$ cat src/rtl/regfile_mp.sv
// -----------------------------------------------------------------------------
// regfile_mp
//   Multiport register file: DEPTH words of WIDTH bits shared by NPORTS
//   independent read/write ports. Register 0 doubles as a cascadable up-counter
//   and the eq flag compares register 0 with the top register.
//
// Parameters
//   WIDTH   bits per word (>= 2)
//   DEPTH   number of words (power of two, >= 2)
//   NPORTS  number of access ports (1..8)
//
// Ports
//   clk       rising-edge clock for all state
//   reset     synchronous, active-high; dominates writes, reads and counting
//   en        per-port enable (bit p = port p)
//   we, re    per-port write / read request, qualified by en
//   addr      port p address in [p*AW +: AW]
//   wdata     port p write data in [p*WIDTH +: WIDTH]
//   rdata     port p registered read data (holds when not reading)
//   rvalid    per-port read-result strobe
//   ci        count enable / carry in for register 0
//   co        carry out = ci & (R0 == all ones), combinational
//   eq        registered R0 == R[DEPTH-1], taken from post-edge contents
//   conflict  one-cycle pulse after two or more ports wrote one address
//
// Build option
//   REGFILE_MP_BYPASS_EN  when defined, a read returns the value its address
//                         will hold after the edge (winning write data or the
//                         incremented counter). Default: pre-edge contents.
//
// Read handshake: a read issued in cycle N (en[p] & re[p]) produces
// rvalid[p]=1 together with its data in rdata[p] during cycle N+1. There is
// no back-pressure; a cycle without a read leaves rvalid[p]=0 and rdata[p]
// unchanged. Reset discards any read issued in the same cycle.
// -----------------------------------------------------------------------------
module regfile_mp #(
  parameter  int WIDTH  = 4,
  parameter  int DEPTH  = 4,
  parameter  int NPORTS = 4,
  localparam int AW     = $clog2(DEPTH)
) (
  input  logic                    clk,
  input  logic                    reset,
  input  logic [NPORTS-1:0]       en,
  input  logic [NPORTS-1:0]       we,
  input  logic [NPORTS-1:0]       re,
  input  logic [NPORTS*AW-1:0]    addr,
  input  logic [NPORTS*WIDTH-1:0] wdata,
  output logic [NPORTS*WIDTH-1:0] rdata,
  output logic [NPORTS-1:0]       rvalid,
  input  logic                    ci,
  output logic                    co,
  output logic                    eq,
  output logic                    conflict
);

  logic [WIDTH-1:0] mem      [DEPTH];
  logic [WIDTH-1:0] nextMem  [DEPTH];
  logic [WIDTH-1:0] readView [DEPTH];

  logic [AW-1:0]    portAddr  [NPORTS];
  logic [WIDTH-1:0] portWdata [NPORTS];
  logic [NPORTS-1:0] wrEn;
  logic [NPORTS-1:0] rdEn;

  logic [DEPTH-1:0] wrHit;
  logic             conflictNext;

  assign wrEn = en & we;
  assign rdEn = en & re;

  always_comb begin
    for (int p = 0; p < NPORTS; p++) begin
      portAddr[p]  = addr[p*AW +: AW];
      portWdata[p] = wdata[p*WIDTH +: WIDTH];
    end
  end

  // Write arbitration: ports are scanned from 0 upward, so the first port to
  // claim an address owns it; any later claimant on the same address is
  // dropped and flags a conflict.
  always_comb begin
    wrHit        = '0;
    conflictNext = 1'b0;
    for (int a = 0; a < DEPTH; a++) begin
      nextMem[a] = mem[a];
    end
    for (int p = 0; p < NPORTS; p++) begin
      if (wrEn[p]) begin
        if (!wrHit[portAddr[p]]) begin
          wrHit[portAddr[p]]   = 1'b1;
          nextMem[portAddr[p]] = portWdata[p];
        end else begin
          conflictNext = 1'b1;
        end
      end
    end
    // A write to R0 overrides the increment in the same cycle.
    if (ci && !wrHit[0]) begin
      nextMem[0] = mem[0] + WIDTH'(1);
    end
  end

  // Source array for reads: post-edge values with bypass, else current state.
  always_comb begin
    for (int a = 0; a < DEPTH; a++) begin
`ifdef REGFILE_MP_BYPASS_EN
      readView[a] = nextMem[a];
`else
      readView[a] = mem[a];
`endif
    end
  end

  // Carry depends on ci and current R0 only, independent of writes.
  assign co = ci & (&mem[0]);

  always_ff @(posedge clk) begin
    if (reset) begin
      for (int a = 0; a < DEPTH; a++) begin
        mem[a] <= '0;
      end
      rdata    <= '0;
      rvalid   <= '0;
      conflict <= 1'b0;
      eq       <= 1'b1;
    end else begin
      for (int a = 0; a < DEPTH; a++) begin
        mem[a] <= nextMem[a];
      end
      for (int p = 0; p < NPORTS; p++) begin
        if (rdEn[p]) begin
          rdata[p*WIDTH +: WIDTH] <= readView[portAddr[p]];
        end
      end
      rvalid   <= rdEn;
      conflict <= conflictNext;
      eq       <= (nextMem[0] == nextMem[DEPTH-1]);
    end
  end

endmodule

$ cat config.mk
export PLATFORM = sky130hd
export DESIGN_NAME = regfile_mp
export DESIGN_NICKNAME = d
export VERILOG_FILES = /design/src/rtl/regfile_mp.sv
export SDC_FILE = /design/constraint.sdc
export NUM_CORES = 1
export LEC_CHECK = 0
export ABC_AREA = 1
export CAP_MARGIN = 0
export CORE_UTILIZATION = 40
export DETAILED_ROUTE_END_ITERATION = 10
export GPL_TIMING_DRIVEN = 0
export PLACE_DENSITY = 0.66
export SLEW_MARGIN = 15
export SYNTH_ARGS = -nofsm -noshare
export SYNTH_HDL_FRONTEND = slang
export SYNTH_SLANG_ARGS = --single-unit
$ cat constraint.sdc
create_clock -name clk -period 5.65 [get_ports clk]
set_input_delay 0.8475 -clock clk [delete_from_list [all_inputs] [get_ports clk]]
set_output_delay 0.8475 -clock clk [all_outputs]
set_load 0.1 [all_outputs]
After elaboration in Yosys (flattened, before gate mapping)
Memories as Yosys holds them, arrays and structs flattened.
Cells that the tools add are included.
- RAM bits: 16
- output and inout port bits: 23
- memories: 1
- register bits after elaboration: 22
- logic and storage cells: 123
- input bits: 39
- memories (name ; depth ; bits a word ; read ports ; clocked after memory_dff ; wr ports ; RTL line ; RTL):
    mem ; 4 ; 4 ; 4 ; 0 ; 4 ; 57 ; logic [WIDTH-1:0] mem [DEPTH];
- reductions and logical operators: 11
- multiplexer cells: 72
- bitwise operators: 14
- equal/unequal tests: 1
- add/sub/neg operators: 1
- magnitude comparators: 16
- operators by type and width (operator ; count):
    16-bit two-way mux ; 8
    4-bit two-way mux ; 23
    16-bit bitwise mux ; 4
    4-bit binary-select mux with 2-bit select ; 4
    4-bit demux with 2-bit select ; 4
    1-bit two-way mux ; 21
    3-bit greater-or-equal comparator (second input constant) ; 4
    2-bit by 3-bit less-than comparator with 1-bit output (second input constant) ; 4
    3-bit by 1-bit less-than comparator with 1-bit output (second input constant) ; 4
    2-bit inverter with 3-bit output ; 4
    1-bit logical AND ; 9
    4-bit AND ; 2
    1-bit binary-select mux with 2-bit select ; 4
    1-bit demux with 2-bit select ; 4
    2-bit by 1-bit greater-or-equal comparator with 1-bit output (second input constant) ; 4
    4-bit bitwise OR ; 2
    1-bit bitwise OR ; 5
    4-bit by 1-bit adder with 4-bit output (second input constant) ; 1
    4-bit equality test ; 1
    4-bit AND reduction ; 1
    1-bit AND ; 1
    1-bit zero test ; 1

Logic depth before layout (Yosys ltp)
- depth after elaboration: 22
- depth in mapped cells: 20
- depth with buffers taken out: 20

Least setup slack after synthesis
Ideal clock, no wire load.
- path type: input port to output port
- from: input port ci
- to: output port co
- setup slack: 2664 ps
- data required time: 4803 ps
- stages: 2
- buffers on the path: 0
- data arrival time: 2139 ps
- cell sequence: inv_1 > nor2_1
- word-level cells in the longest chain between the ends: 1
- RTL lines (item ; RTL line ; RTL):
    start, declared ; 51 ; input logic ci,
    1-bit AND ; 116 ; assign co = ci & (&mem[0]);
    end, declared ; 52 ; output logic co,
Every way passes these cells.

Final worst setup path
Ends and elaborated chain as after synthesis.

==> reports/results.tsv <==
metric	value	unit
status	complete, no violations	
portBuffers	61	
power_density	227	nW/um^2
yosys.area.top_type_share	0.276	
avgRoutedWirePerCell	16.4	um
fin_area	3560	um^2
drcViolationCount	0	
cts-htree-levels	2	
cp-start-kind	input port	
yosysUniqueCellTypes	29	
max_cap_viol_count	0	
clock-sinks	38	
gp_congestion	0.927	
vias_per_cell	5.70	
synth_commonest_cells	104 x nand2_1, 58 x inv_1, 44 x nand3_1, 44 x o21ai_0, 38 x dfxtp_1	
p_switching	0.326	mW
rsz0062_at_grt	false	
clk_pin_slew	0.08	ns
vias	3344	
use_met2	0.429	
final_max_slew_viol_count	0	
cts_tree	done	
io-pin-count	62	
fin_crit_sh	0.605	
multiInputGateArea	1730	um^2
cts_hold_buf	0	
ys.flop_type	dfxtp_1	
async_flop_share	0	
crit_arrival	2.57	ns
die_x	85.0	um
firstDrtPassIters	5	
die-area	7230	um^2
endpoint_kind	output port	
root_buffer	clkbuf_8	
grt_first_pass_wirelength	14900	um
worstHoldPathType	flip-flop to flip-flop	
busiest_layer	met2	
power_frac_seq	0.381	
leakagePower	1.55	nW
synth_area	2760	um^2
vdd_ir_drop_max	0.168	mV
grt.total_usage	0.270	
post-synth-top-area-cell	dfxtp_1	
ys_warn_count	0	
antenna_left	0	
power.internal	0.481	mW
syn-num-nets	481	
fin_ws	2.23	ns
max_freq	293	MHz
hold_ws	0.549	ns
die_h	85.0	um
post-place-ws	2.23	ns
cp.required	4.80	ns
place_area	3460	um^2
final_layout_size_suffix_gt1_frac	0.0725	
final.setup.tns	0	ns
final_hold_viol_count	0	
clock_power_share	0.252	
tightest_slew	0.973	ns
drtIter0Drc	447	
synth_edf_count	0	
setup_viol_count_final	0	
grt_pass1_vias	2824	
grt_max_degree	13	
critical_path_class	input port to output port	
skew	0.00245	ns
antenna_cells	0	
core	6490	um^2
hpwl	7300	um
syn2layout_area_growth	29.1	%
period_needed	3.42	ns
switching_share	0.404	
rr_worst_depth	15	
pwr-share-comb	0.368	
relSlewSlack	0.349	
synth_most_common_cell	nand2_1	
antenna_found_initial	0	
syn_inst	441	
synth-seq-cells	38	
drt-total-wl	9640	um
initial_core_util	0.425	
postCtsSetupBuffers	0	
syn_avg_cell_area	6.25	um^2
gr-usage-met3	0.0360	
grt_overflow	0	
core.rowCount	29	
use_met1	0.381	
min_path_cells	2	
synth-seq-area-share	0.276	
final_nets	549	
clk_latency	0.30	ns
seq_area	761	um^2
synth_area_leaders	dfxtp_1 28%, nand2_1 14%, nand3_1 8.0%	
critPathMaxFanout	2	
power	0.807	mW
cts_buffers	5	
post_cts_resized	0	
fillers	650	
clock_path_buffers	2	
## per-stage QoR
| step | cells | utilization |
|---|---|---|
| floorplan | 441 | - |
| global placement | 579 | 0.533 |
| detailed placement | 579 | 0.533 |
| CTS | 587 | 0.548 |
| global route | 587 | 0.548 |
| finish | 587 | 0.548 |
## power by group through the flow
stage	registers, mW	clock network, mW	logic, mW
2_1_floorplan	0.373	0	0.132
3_3_place_gp	0.313	0	0.291
3_5_place_dp	0.313	0	0.291
4_1_cts	0.306	0.205	0.293
5_1_grt	0.309	0.216	0.320
6_report	0.307	0.203	0.297
## per-layer routing
| layer | wire length (um) | vias to the layer above |
|---|---|---|
| met2 | 4180 | 204 |
| li1 | - | 1641 |
| met5 | 0 | - |
| met3 | 922 | 19 |
| met4 | 204 | 0 |
| met1 | 4330 | 1480 |
## cell families (layout without fill, tap and decap cells)
kind of cell,after synthesis,in the layout,synth area share
buf+inv,70,139,0.0985
simple gates,207,207,0.343
compound gates,123,123,0.271
xor+xnor,2,2,0.00635
fa+ha+maj,1,1,0.00454
flops,38,38,0.276
## path summary, 6_finish.rpt
path              startpoint        to  slack [ns]
setup / recovery          ci        co        2.23
setup reg to reg   mem[0][2]        eq        3.84
hold / removal      rdata[0]  rdata[0]        0.55
hold reg to reg     rdata[0]  rdata[0]        0.55
## worst max-delay path, cell delays in order
cell and delay (ns):
clkdlybuf4s50_1 0.45, inv_1 0.04, nor2_1 0.09, clkdlybuf4s50_1 1.13
## sequential cells by signal, indices dropped and copies added, names as in the netlist
register,flops
rdata,16
mem,16
eq,1
rvalid,4
conflict,1
## final cells by class
type | instances | share of cell area
multi-input cells | 333 | 0.485
flip-flops and latches | 38 | 0.214
repair buffers | 61 | 0.172
clock inverters | 2 | 0.00351
plain buffers | 8 | 0.0109
clock buffers | 6 | 0.0232
inverters | 62 | 0.0654
well taps | 77 | 0.0271
## cells in the final DEF, fill, tap and decap left out, types with 3 or more instances in the layout
cell type,synthesis,final
nand2_2,8,8
clkbuf_1,5,5
clkdlybuf4s50_1,0,61
inv_1,58,58
nand3_2,4,4
o21ai_0,44,44
dfxtp_1,38,38
o22ai_1,17,17
nor2_2,3,3
nor2_1,34,34
nand3_1,44,44
a221oi_1,16,16
o21ai_2,3,3
clkbuf_8,0,6
a21oi_1,26,26
o211ai_1,16,16
nor2_4,3,3
inv_2,3,3
nand2_1,104,104
nand3b_1,3,3
Note: power is estimated with default switching activity, not from simulation.
